--- config.mk ---
export PLATFORM = sky130hd
export DESIGN_NAME = scmp_bus_if_flat
export DESIGN_NICKNAME = d
export VERILOG_FILES = /design/src/rtl/scmp_bus_pkg.sv /design/src/rtl/scmp_bus_if_if.sv /design/src/rtl/scmp_bus_timer.sv /design/src/rtl/scmp_bus_if.sv /design/src/flat_wrapper.sv
export SDC_FILE = /design/constraint.sdc
export NUM_CORES = 1
export LEC_CHECK = 0
export CORE_MARGIN = 1
export CORE_UTILIZATION = 39
export CTS_CLUSTER_DIAMETER = 50
export DETAILED_ROUTE_END_ITERATION = 10
export GPL_TIMING_DRIVEN = 0
export PLACE_DENSITY = 0.72
export SYNTH_ARGS = -nofsm -noshare
export SYNTH_HDL_FRONTEND = slang
export SYNTH_HIERARCHICAL = 1
export SYNTH_SLANG_ARGS = --single-unit
--- constraint.sdc ---
create_clock -name clk -period 2.03 [get_ports clk]
set_clock_uncertainty 0.1 [all_clocks]
set_input_delay 0.406 -clock clk [delete_from_list [all_inputs] [get_ports clk]]
set_output_delay 0.406 -clock clk [all_outputs]
set_load 0.1 [all_outputs]
--- src/rtl/scmp_bus_pkg.sv ---
// Shared types and constants for the SC/MP bus interface stage.
package scmp_bus_pkg;

   localparam int unsigned ADDR_W = 16;
   localparam int unsigned DATA_W = 8;
   localparam int unsigned CPU_AW = 12;

   // Bit positions of the status flags carried on D_o during the address phase
   localparam int unsigned FLG_H = 7;
   localparam int unsigned FLG_D = 6;
   localparam int unsigned FLG_I = 5;
   localparam int unsigned FLG_R = 4;

   typedef enum logic [1:0] {
      IDLE,
      ADDR,
      REQ,
      DONE
   } bus_state_t;

   // Counter width able to hold the value t (t >= 1)
   function automatic int unsigned tmr_width(input int unsigned t);
      return (t < 1) ? 1 : $clog2(t + 1);
   endfunction

endpackage

--- src/rtl/scmp_bus_if_if.sv ---
// Synchronous memory port: request/ack handshake with address and data.
interface scmp_bus_if_if;
   import scmp_bus_pkg::*;

   logic [ADDR_W-1:0] addr;
   logic [DATA_W-1:0] wdata;
   logic              we;
   logic              req;
   logic              ack;
   logic [DATA_W-1:0] rdata;

   modport master (output addr, wdata, we, req, input ack, rdata);
   modport slave  (input addr, wdata, we, req, output ack, rdata);
endinterface

--- src/rtl/scmp_bus_timer.sv ---
// Request timeout counter: cleared by load, advances while en, flags the
// cycle on which the TIMEOUT-th request cycle is being sampled.
module scmp_bus_timer
   import scmp_bus_pkg::*;
#(
   parameter int unsigned TIMEOUT = 15
) (
   input  logic clk,
   input  logic rst,
   input  logic load,
   input  logic en,
   output logic expire_c
);

   localparam int unsigned CW = tmr_width(TIMEOUT);

   logic [CW-1:0] count;

   // Count request cycles; cleared while waiting for a strobe
   always_ff @(posedge clk) begin
      if (rst) begin
         count <= '0;
      end else if (load) begin
         count <= '0;
      end else if (en) begin
         count <= count + CW'(1);
      end
   end

   assign expire_c = en && (count == CW'(TIMEOUT - 1));

endmodule

--- src/rtl/scmp_bus_if.sv ---
// SC/MP bus interface: demultiplexes the address/status phase, turns each
// RD/WR strobe into one req/ack memory transaction and holds the core.
module scmp_bus_if
   import scmp_bus_pkg::*;
#(
   parameter int unsigned      TIMEOUT  = 15,
   parameter logic [DATA_W-1:0] ERR_DATA = 8'hFF
) (
   input  logic              clk,
   input  logic              rst,
   input  logic [CPU_AW-1:0] cpu_addr,
   input  logic [DATA_W-1:0] cpu_d_o,
   input  logic              cpu_ads_n,
   input  logic              cpu_rd_n,
   input  logic              cpu_wr_n,
   output logic [DATA_W-1:0] cpu_d_i,
   output logic              cpu_hold,
   scmp_bus_if_if.master     mem,
   output logic              fetch,
   output logic              delay,
   output logic              halt_pulse,
   output logic              bus_err,
   input  logic              err_clr
);

   bus_state_t state;
   logic       rflag;
   logic       strobes_idle_c;
   logic       ads_cap_c;
   logic       tmr_load_c;
   logic       tmr_en_c;
   logic       tmr_expire_c;

   assign strobes_idle_c = cpu_rd_n & cpu_wr_n;
   // Address capture from IDLE, or straight out of DONE for back-to-back cycles
   assign ads_cap_c      = !cpu_ads_n &&
                           ((state == IDLE) || ((state == DONE) && strobes_idle_c));
   assign tmr_load_c     = (state == ADDR);
   assign tmr_en_c       = (state == REQ);

   scmp_bus_timer #(
      .TIMEOUT (TIMEOUT)
   ) u_timer (
      .clk      (clk),
      .rst      (rst),
      .load     (tmr_load_c),
      .en       (tmr_en_c),
      .expire_c (tmr_expire_c)
   );

   // Bus cycle FSM with all outputs registered; error sets override err_clr
   always_ff @(posedge clk) begin
      if (rst) begin
         state      <= IDLE;
         rflag      <= 1'b0;
         mem.addr   <= '0;
         mem.wdata  <= '0;
         mem.we     <= 1'b0;
         mem.req    <= 1'b0;
         cpu_hold   <= 1'b0;
         cpu_d_i    <= '0;
         fetch      <= 1'b0;
         delay      <= 1'b0;
         halt_pulse <= 1'b0;
         bus_err    <= 1'b0;
      end else begin
         halt_pulse <= 1'b0;
         if (err_clr) begin
            bus_err <= 1'b0;
         end

         if (ads_cap_c) begin
            mem.addr   <= {cpu_d_o[3:0], cpu_addr};
            fetch      <= cpu_d_o[FLG_I];
            delay      <= cpu_d_o[FLG_D];
            rflag      <= cpu_d_o[FLG_R];
            halt_pulse <= cpu_d_o[FLG_H];
            state      <= ADDR;
         end else begin
            case (state)
               IDLE: begin
                  state <= IDLE;
               end

               ADDR: begin
                  if (!cpu_ads_n) begin
                     bus_err <= 1'b1;
                  end
                  if (!cpu_wr_n) begin
                     mem.wdata <= cpu_d_o;
                     mem.we    <= 1'b1;
                     mem.req   <= 1'b1;
                     cpu_hold  <= 1'b1;
                     state     <= REQ;
                     if (!cpu_rd_n || rflag) begin
                        bus_err <= 1'b1;
                     end
                  end else if (!cpu_rd_n) begin
                     mem.we   <= 1'b0;
                     mem.req  <= 1'b1;
                     cpu_hold <= 1'b1;
                     state    <= REQ;
                     if (!rflag) begin
                        bus_err <= 1'b1;
                     end
                  end
               end

               REQ: begin
                  if (!cpu_ads_n) begin
                     bus_err <= 1'b1;
                  end
                  if (mem.ack) begin
                     if (!mem.we) begin
                        cpu_d_i <= mem.rdata;
                     end
                     mem.req  <= 1'b0;
                     cpu_hold <= 1'b0;
                     state    <= DONE;
                  end else if (tmr_expire_c) begin
                     if (!mem.we) begin
                        cpu_d_i <= ERR_DATA;
                     end
                     mem.req  <= 1'b0;
                     cpu_hold <= 1'b0;
                     bus_err  <= 1'b1;
                     state    <= DONE;
                  end
               end

               DONE: begin
                  if (strobes_idle_c) begin
                     state <= IDLE;
                  end
               end

               default: begin
                  state <= IDLE;
               end
            endcase
         end
      end
   end

endmodule
--- src/flat_wrapper.sv ---
// flat-port wrapper written by rule: the top's interface ports become plain ports
module scmp_bus_if_flat import scmp_bus_pkg::*;
#(
   parameter int unsigned      TIMEOUT  = 15,
   parameter logic [DATA_W-1:0] ERR_DATA = 8'hFF
)
  (clk, rst, cpu_addr, cpu_d_o, cpu_ads_n, cpu_rd_n, cpu_wr_n, cpu_d_i, cpu_hold, fetch, delay, halt_pulse, bus_err, err_clr, mem_addr, mem_wdata, mem_we, mem_req, mem_ack, mem_rdata);
  scmp_bus_if_if mem_i ();
  input  logic clk;
  input  logic rst;
  input  logic [CPU_AW-1:0] cpu_addr;
  input  logic [DATA_W-1:0] cpu_d_o;
  input  logic cpu_ads_n;
  input  logic cpu_rd_n;
  input  logic cpu_wr_n;
  output logic [DATA_W-1:0] cpu_d_i;
  output logic cpu_hold;
  output logic fetch;
  output logic delay;
  output logic halt_pulse;
  output logic bus_err;
  input  logic err_clr;
  output wire logic [$bits(mem_i.addr)-1:0] mem_addr;
  output wire logic [$bits(mem_i.wdata)-1:0] mem_wdata;
  output wire logic [$bits(mem_i.we)-1:0] mem_we;
  output wire logic [$bits(mem_i.req)-1:0] mem_req;
  input wire logic [$bits(mem_i.ack)-1:0] mem_ack;
  input wire logic [$bits(mem_i.rdata)-1:0] mem_rdata;
  assign mem_addr = mem_i.addr;
  assign mem_wdata = mem_i.wdata;
  assign mem_we = mem_i.we;
  assign mem_req = mem_i.req;
  assign mem_i.ack = mem_ack;
  assign mem_i.rdata = mem_rdata;
  scmp_bus_if #(.TIMEOUT(TIMEOUT), .ERR_DATA(ERR_DATA)) u_core (.clk(clk), .rst(rst), .cpu_addr(cpu_addr), .cpu_d_o(cpu_d_o), .cpu_ads_n(cpu_ads_n), .cpu_rd_n(cpu_rd_n), .cpu_wr_n(cpu_wr_n), .cpu_d_i(cpu_d_i), .cpu_hold(cpu_hold), .mem(mem_i), .fetch(fetch), .delay(delay), .halt_pulse(halt_pulse), .bus_err(bus_err), .err_clr(err_clr));
endmodule
==> results of run 1 <==
## through the flow
stage               instance area (um^2)   util
detailed placement                  2660  0.595
global placement                    2660  0.595
CTS                                 2750  0.614
global route                        2750  0.615
floorplan                           1870      -
finish                              2750  0.615
## path summary, 6_finish.rpt
kind | end | slack (ps) | cells past startpoint
worst max-delay path | cpu_d_i[7] | 40 | 1
worst min-delay path | u_core/mem.addr[2] | 350 | 2
worst max register to register | u_core/state[1] | 90 | 6
worst min register to register | u_core/mem.addr[2] | 350 | 2
## what timing repair did
item                                    in CTS  in global routing
resized for setup                           47                 41
endpoints found under the setup margin      48                 49
setup buffers                                2                  0
pin swaps                                    1                  1
## flip-flops by register name (all words and copies together) (netlist names)
name                  cells
u_core/mem.wdata          8
u_core/mem.addr          16
u_core/mem.we             1
u_core/rflag              1
u_core/cpu_d_i            8
u_core/cpu_hold           1
u_core/u_timer/count      4
u_core/delay              1
u_core/fetch              1
u_core/state              2
u_core/bus_err            1
u_core/halt_pulse         1
## cells by family after synthesis
group	share of synthesized area
DFF	0.483
AOI/OAI and AO/OA	0.181
xor gates and xnor gates	0.00470
adders and majority gates	0.0403
buffers and inverters	0.0597
muxes	0.0604
and+or+nand+nor	0.170
## layout make-up
cell class | instances | area [um^2]
flip-flops and latches | 45 | 901
clock inverters | 1 | 8.76
plain buffers | 13 | 66.3
inverters | 13 | 48.8
clock buffers | 7 | 96.3
multi-input cells | 139 | 865
well taps | 52 | 65.1
fillers | 392 | 1720
repair buffers | 75 | 702
## cells in the final DEF (no fill, tap or decap), types with 2 or more instances in the layout
cell	instances
dfxtp_1	45
nand2_1	40
clkdlybuf4s50_1	34
clkdlybuf4s15_1	24
a21oi_1	22
nor2_1	20
inv_1	13
clkbuf_2	10
mux2i_1	9
clkbuf_8	7
dlygate4sd2_1	6
a311oi_1	6
clkbuf_1	5
ha_1	5
buf_4	4
nor3_1	4
a31oi_1	3
a211oi_1	3
buf_2	2
a311oi_2	2
nor3b_1	2
o21ai_0	2
nand2b_1	2
o31ai_1	2
## per-layer routing
layer / track usage / vias to the layer above / routed length, um
li1: - / 876 / -
met1: 0.209 / 789 / 1930
met2: 0.312 / 64 / 2060
met3: 0.0840 / 7 / 406
met4: 0.0444 / 0 / 36
met5: 0 / - / 0
## power breakdown
group	leakage [nW]	internal (mW)	switching, mW
registers	0.367	0.935	0.0307
clock network	0.0549	0.314	0.304
logic	0.748	0.189	0.517
total	1.17	1.44	0.852
==> flow_summary.yaml, run 1 <==
clock_network:
  clkTransAtPathRegs_ps: 80
  cts_hold_buffers: 0
  clock-root-buffer: "clkbuf_8"
  clock-sinks: 45
  h-tree-depth: 2
  clk_latency_ps: 290
  cts_tree: "yes"
  cts_buffer_depth: 2
  cts_buffers: 5
routing:
  postRouteWirelength_um: 4440
  remaining_drc_errors: 5
  ant_nets: 0
  detail_route.wl_per_cell_um: 12.9
  dr.pass1.iters: 8
  routed-via-count: 1736
  drtIter0Drc: 49
  viasPerCell: 5.03
synthesis:
  yosys.area.top_type: "dfxtp_1"
  ys_seq_elements: 45
  synth.most_common_cell: "dfxtp_1"
  synth_top_area_frac: 0.483
  ys_warn_count: 6
  synth_ff_type: "dfxtp_1"
  async_flop_share: 0
  synth_commonest_cells: "dfxtp_1 (45), nand2_1 (40), a21oi_1 (22)"
  ys_top_cells_by_area: "dfxtp_1 (48%), nand2_1 (8.1%), a21oi_1 (5.9%), mux2i_1 (4.8%), ha_1 (4.0%)"
  yosysSeqAreaShare: 0.483
  synth_nets: 251
  postSynthAreaPerCell_um2: 8.88
  syn_inst: 210
  yosysUniqueCellTypes: 36
  synth-edff-count: 0
  syn_area_mm2: 0.00186
min_path:
  hold_class: "flip-flop to flip-flop"
  hold_start: "u_core/mem.addr[2]"
timing:
  worst_slack_ps: 37.8
  tightest_slew_ps: 969
  maxSlewHeadroom: 0.356
  period_needed_ps: 1990
  finalSetupViolCount: 0
  tns_ps: 0
  fin_crit_sh: 0.981
  slew_viol_final: 0
  clock.fmax_mhz: 502
  hold_violations: 0
  grt_setup_unrepaired: "false"
  whs_ps: 353
final_layout:
  synthToLayoutAreaGrowth_pct: 47.7
  nets: 333
  drive_gt1_frac: 0.119
  diodes: 0
  finalNonFillerCells: 345
floorplan:
  fp.coreArea_mm2: 0.00447
  ios: 74
  fp.dieH_um: 71.1
  die_w_um: 71.1
  fp-row-count: 24
  dieArea_mm2: 0.00506
  floorplan.initialDensity: 0.417
grt:
  grt_max_degree: 15
  grt_pass1_vias: 1633
  antenna_found_initial: 0
  grt_remaining_overflow: 0
  grt_pass1_wl_um: 7290
  grt_usage: 0.184
setup_path:
  crit_arrival_ps: 1490
  crit_start: "u_core/cpu_d_i[7]"
  slowest_stage: "dlygate4sd2_1"
  cp-end-kind: "primary output"
  path_class: "flip-flop to primary output"
  crit_buf_inv: 1
  crit_family: "buffers and inverters"
  cp.required_ps: 1520
  worstPathMaxFanout: 2
  worstReg2RegStart: "u_core/state[1]"
  startpoint_type: "flip-flop"
  crit_chain: "dlygate4sd2_1"
  cpPeakStageDelay_ps: 860
pwr:
  design_power_total_mw: 2.29
  ir_drop_mv: 0.481
  powerDensity_mw_per_mm2: 832
  leakagePower_nw: 1.17
run_status:
  violations: "design-rule violations"
  outcome: "finished with violations"
place:
  placed_cells: 335
  dp_slack_ps: -250
  place_congestion: 0.843
  numPortBuffers: 73
  dp_hpwl_um: 3160
job:
  cap_violations: 0
No activity file was read; power rests on OpenSTA's default activity.
==> inputs of run 2 (changes only) <==
--- a/config.mk
+++ b/config.mk
@@ -9,8 +9,8 @@
 export CORE_UTILIZATION = 39
 export CTS_CLUSTER_DIAMETER = 50
 export DETAILED_ROUTE_END_ITERATION = 10
-export GPL_TIMING_DRIVEN = 0
 export PLACE_DENSITY = 0.72
+export SKIP_LAST_GASP = 1
 export SYNTH_ARGS = -nofsm -noshare
 export SYNTH_HDL_FRONTEND = slang
 export SYNTH_HIERARCHICAL = 1
==> run 2 against run 1 <==
The flow still finishes with violations (design-rule violations); first-iteration DRC count grew 2.0%; via count grew 0.29%; flip-flop and latch count is the same; critical path depth increased by 6; largest power group unchanged; highest routed layer unchanged.
==> flow_summary.yaml, run 2 (synthesis results as in run 1) <==
setup_path:
  crit_cells: 7
  worstPathMaxFanout: 16
  crit_chain: "inv_1, ha_1, and4_2, o21ai_1, a211oi_4, buf_12, a311oi_1"
  crit_arrival_ps: 1950
  cp.required_ps: 2130
  slowest_stage: "dfxtp_1"
  cp-end-kind: "flip-flop"
  r2r_slack_ps: 180
  crit_buf_inv: 2
  path_class: "flip-flop to flip-flop"
  cpPeakStageDelay_ps: 400
  startpoint_type: "flip-flop"
  reg2reg_depth: 7
  crit_family: "compound AO/OA/AOI/OAI gates"
grt:
  grt_pass1_wl_um: 7550
  grt_remaining_overflow: 0
  grt_max_degree: 21
  antenna_found_initial: 0
  grt_pass1_vias: 1708
  grt_usage: 0.186
routing:
  viasPerCell: 5.06
  detail_route.wl_per_cell_um: 12.7
  routed-via-count: 1741
  postRouteWirelength_um: 4380
  dr.pass1.iters: 7
  remaining_drc_errors: 5
  drtIter0Drc: 50
  ant_nets: 0
timing:
  grt_setup_unrepaired: "false"
  period_needed_ps: 1850
  finalSetupViolCount: 0
  fin_crit_sh: 0.912
  clock.fmax_mhz: 540
  hold_violations: 0
  maxSlewHeadroom: 0.743
  tightest_slew_ps: 385
  slew_viol_final: 0
pwr:
  design_power_total_mw: 2.29
  leakagePower_nw: 1.21
  powerDensity_mw_per_mm2: 830
  ir_drop_mv: 0.504
final_layout:
  reg_top3: "u_core/mem.addr (16), u_core/cpu_d_i (8), u_core/mem.wdata (8)"
  nets: 332
  layout_common_cells: "buf_4 (48), dfxtp_1 (45), nand2_1 (40)"
  layout_commonest_cell: "buf_4"
  finalInstanceArea_mm2: 0.00276
  largest_reg_flops: 16
  synthToLayoutAreaGrowth_pct: 48.1
  diodes: 0
  drive_gt1_frac: 0.243
  top_register: "u_core/mem.addr"
clock_network:
  cts_hold_buffers: 0
  clkTransAtPathRegs_ps: 90
  clk_latency_ps: 290
  cts_buffers: 5
  cts_tree: "yes"
  h-tree-depth: 2
  cts_resized: 0
  clock-sinks: 45
  cts_setup_buffers: 0
  cts_buffer_depth: 2
  clock-root-buffer: "clkbuf_8"
place:
  placed_cell_area_mm2: 0.00267
  place_congestion: 0.831
  numPortBuffers: 73
  dp_hpwl_um: 3240
min_path:
  hold_depth: 2
  hold_class: "flip-flop to flip-flop"
floorplan:
  fp.dieH_um: 71.1
  die_w_um: 71.1
  fp-row-count: 24
  fp.coreArea_mm2: 0.00447
  floorplan.initialDensity: 0.417
  dieArea_mm2: 0.00506
  ios: 74
job:
  cap_violations: 0
run_status:
  outcome: "finished with violations"
  violations: "design-rule violations"
run 2: cell types whose count changed in the layout (fill, tap and decap cells not counted), sizes merged:
cell,delta
buf,+46
clkdlybuf4s15,-25
clkbuf,-16
dlygate4sd2,-6
clkinv,+2
clkdlybuf4s50,-1
inv,-1
run 2: layout make-up:
type,count,area (um^2)
fill,403,1710
sequential,45,901
multi-input combinational,139,855
timing repair buffer,87,796
clock buffer,6,82.6
tap,52,65.1
inverter,13,48.8
clock inverter,2,13.8
run 2: stage by stage:
| stage | cells | hold slack [ps] | worst slack (ps) | util | TNS, ps |
|---|---|---|---|---|---|
| after detailed placement | 336 | 348 | -66.6 | 0.596 | -384 |
| after floorplan | 210 | 341 | 20.2 | - | 0 |
| after global placement | 336 | 343 | -9.92 | 0.596 | -28.4 |
| final | 344 | 361 | 178 | 0.617 | 0 |
| after CTS | 344 | 361 | 46.6 | 0.617 | 0 |
| after global routing | 344 | 386 | 45.6 | 0.617 | 0 |
run 2: path summary, 6_finish.rpt:
| check | endpoint | from |
|---|---|---|
| max reg2reg | u_core/cpu_d_i[6] | u_core/u_timer/count[0] |
| max | u_core/cpu_d_i[6] | u_core/u_timer/count[0] |
| min | u_core/mem.addr[11] | u_core/mem.addr[11] |
| min reg2reg | u_core/mem.addr[11] | u_core/mem.addr[11] |
run 2: tightest hold or removal path, cell delays in order, from the launching register on:
cell and delay [ps]:
dfxtp_1 320, nand2_1 50, a21oi_1 50
run 2: layer usage:
layer,vias up,part of all wire,GRT usage
met5,-,0,0
met4,0,0.0066,0.0400
met3,5,0.077,0.0655
met2,59,0.47,0.321
met1,799,0.44,0.224
li1,878,-,-
run 2: power breakdown:
group / total, mW / switching [mW] / internal (mW) / leakage (nW)
Clock: 0.579 / 0.303 / 0.276 / 0.0512
Sequential: 0.971 / 0.0354 / 0.935 / 0.367
Combinational: 0.742 / 0.513 / 0.229 / 0.795
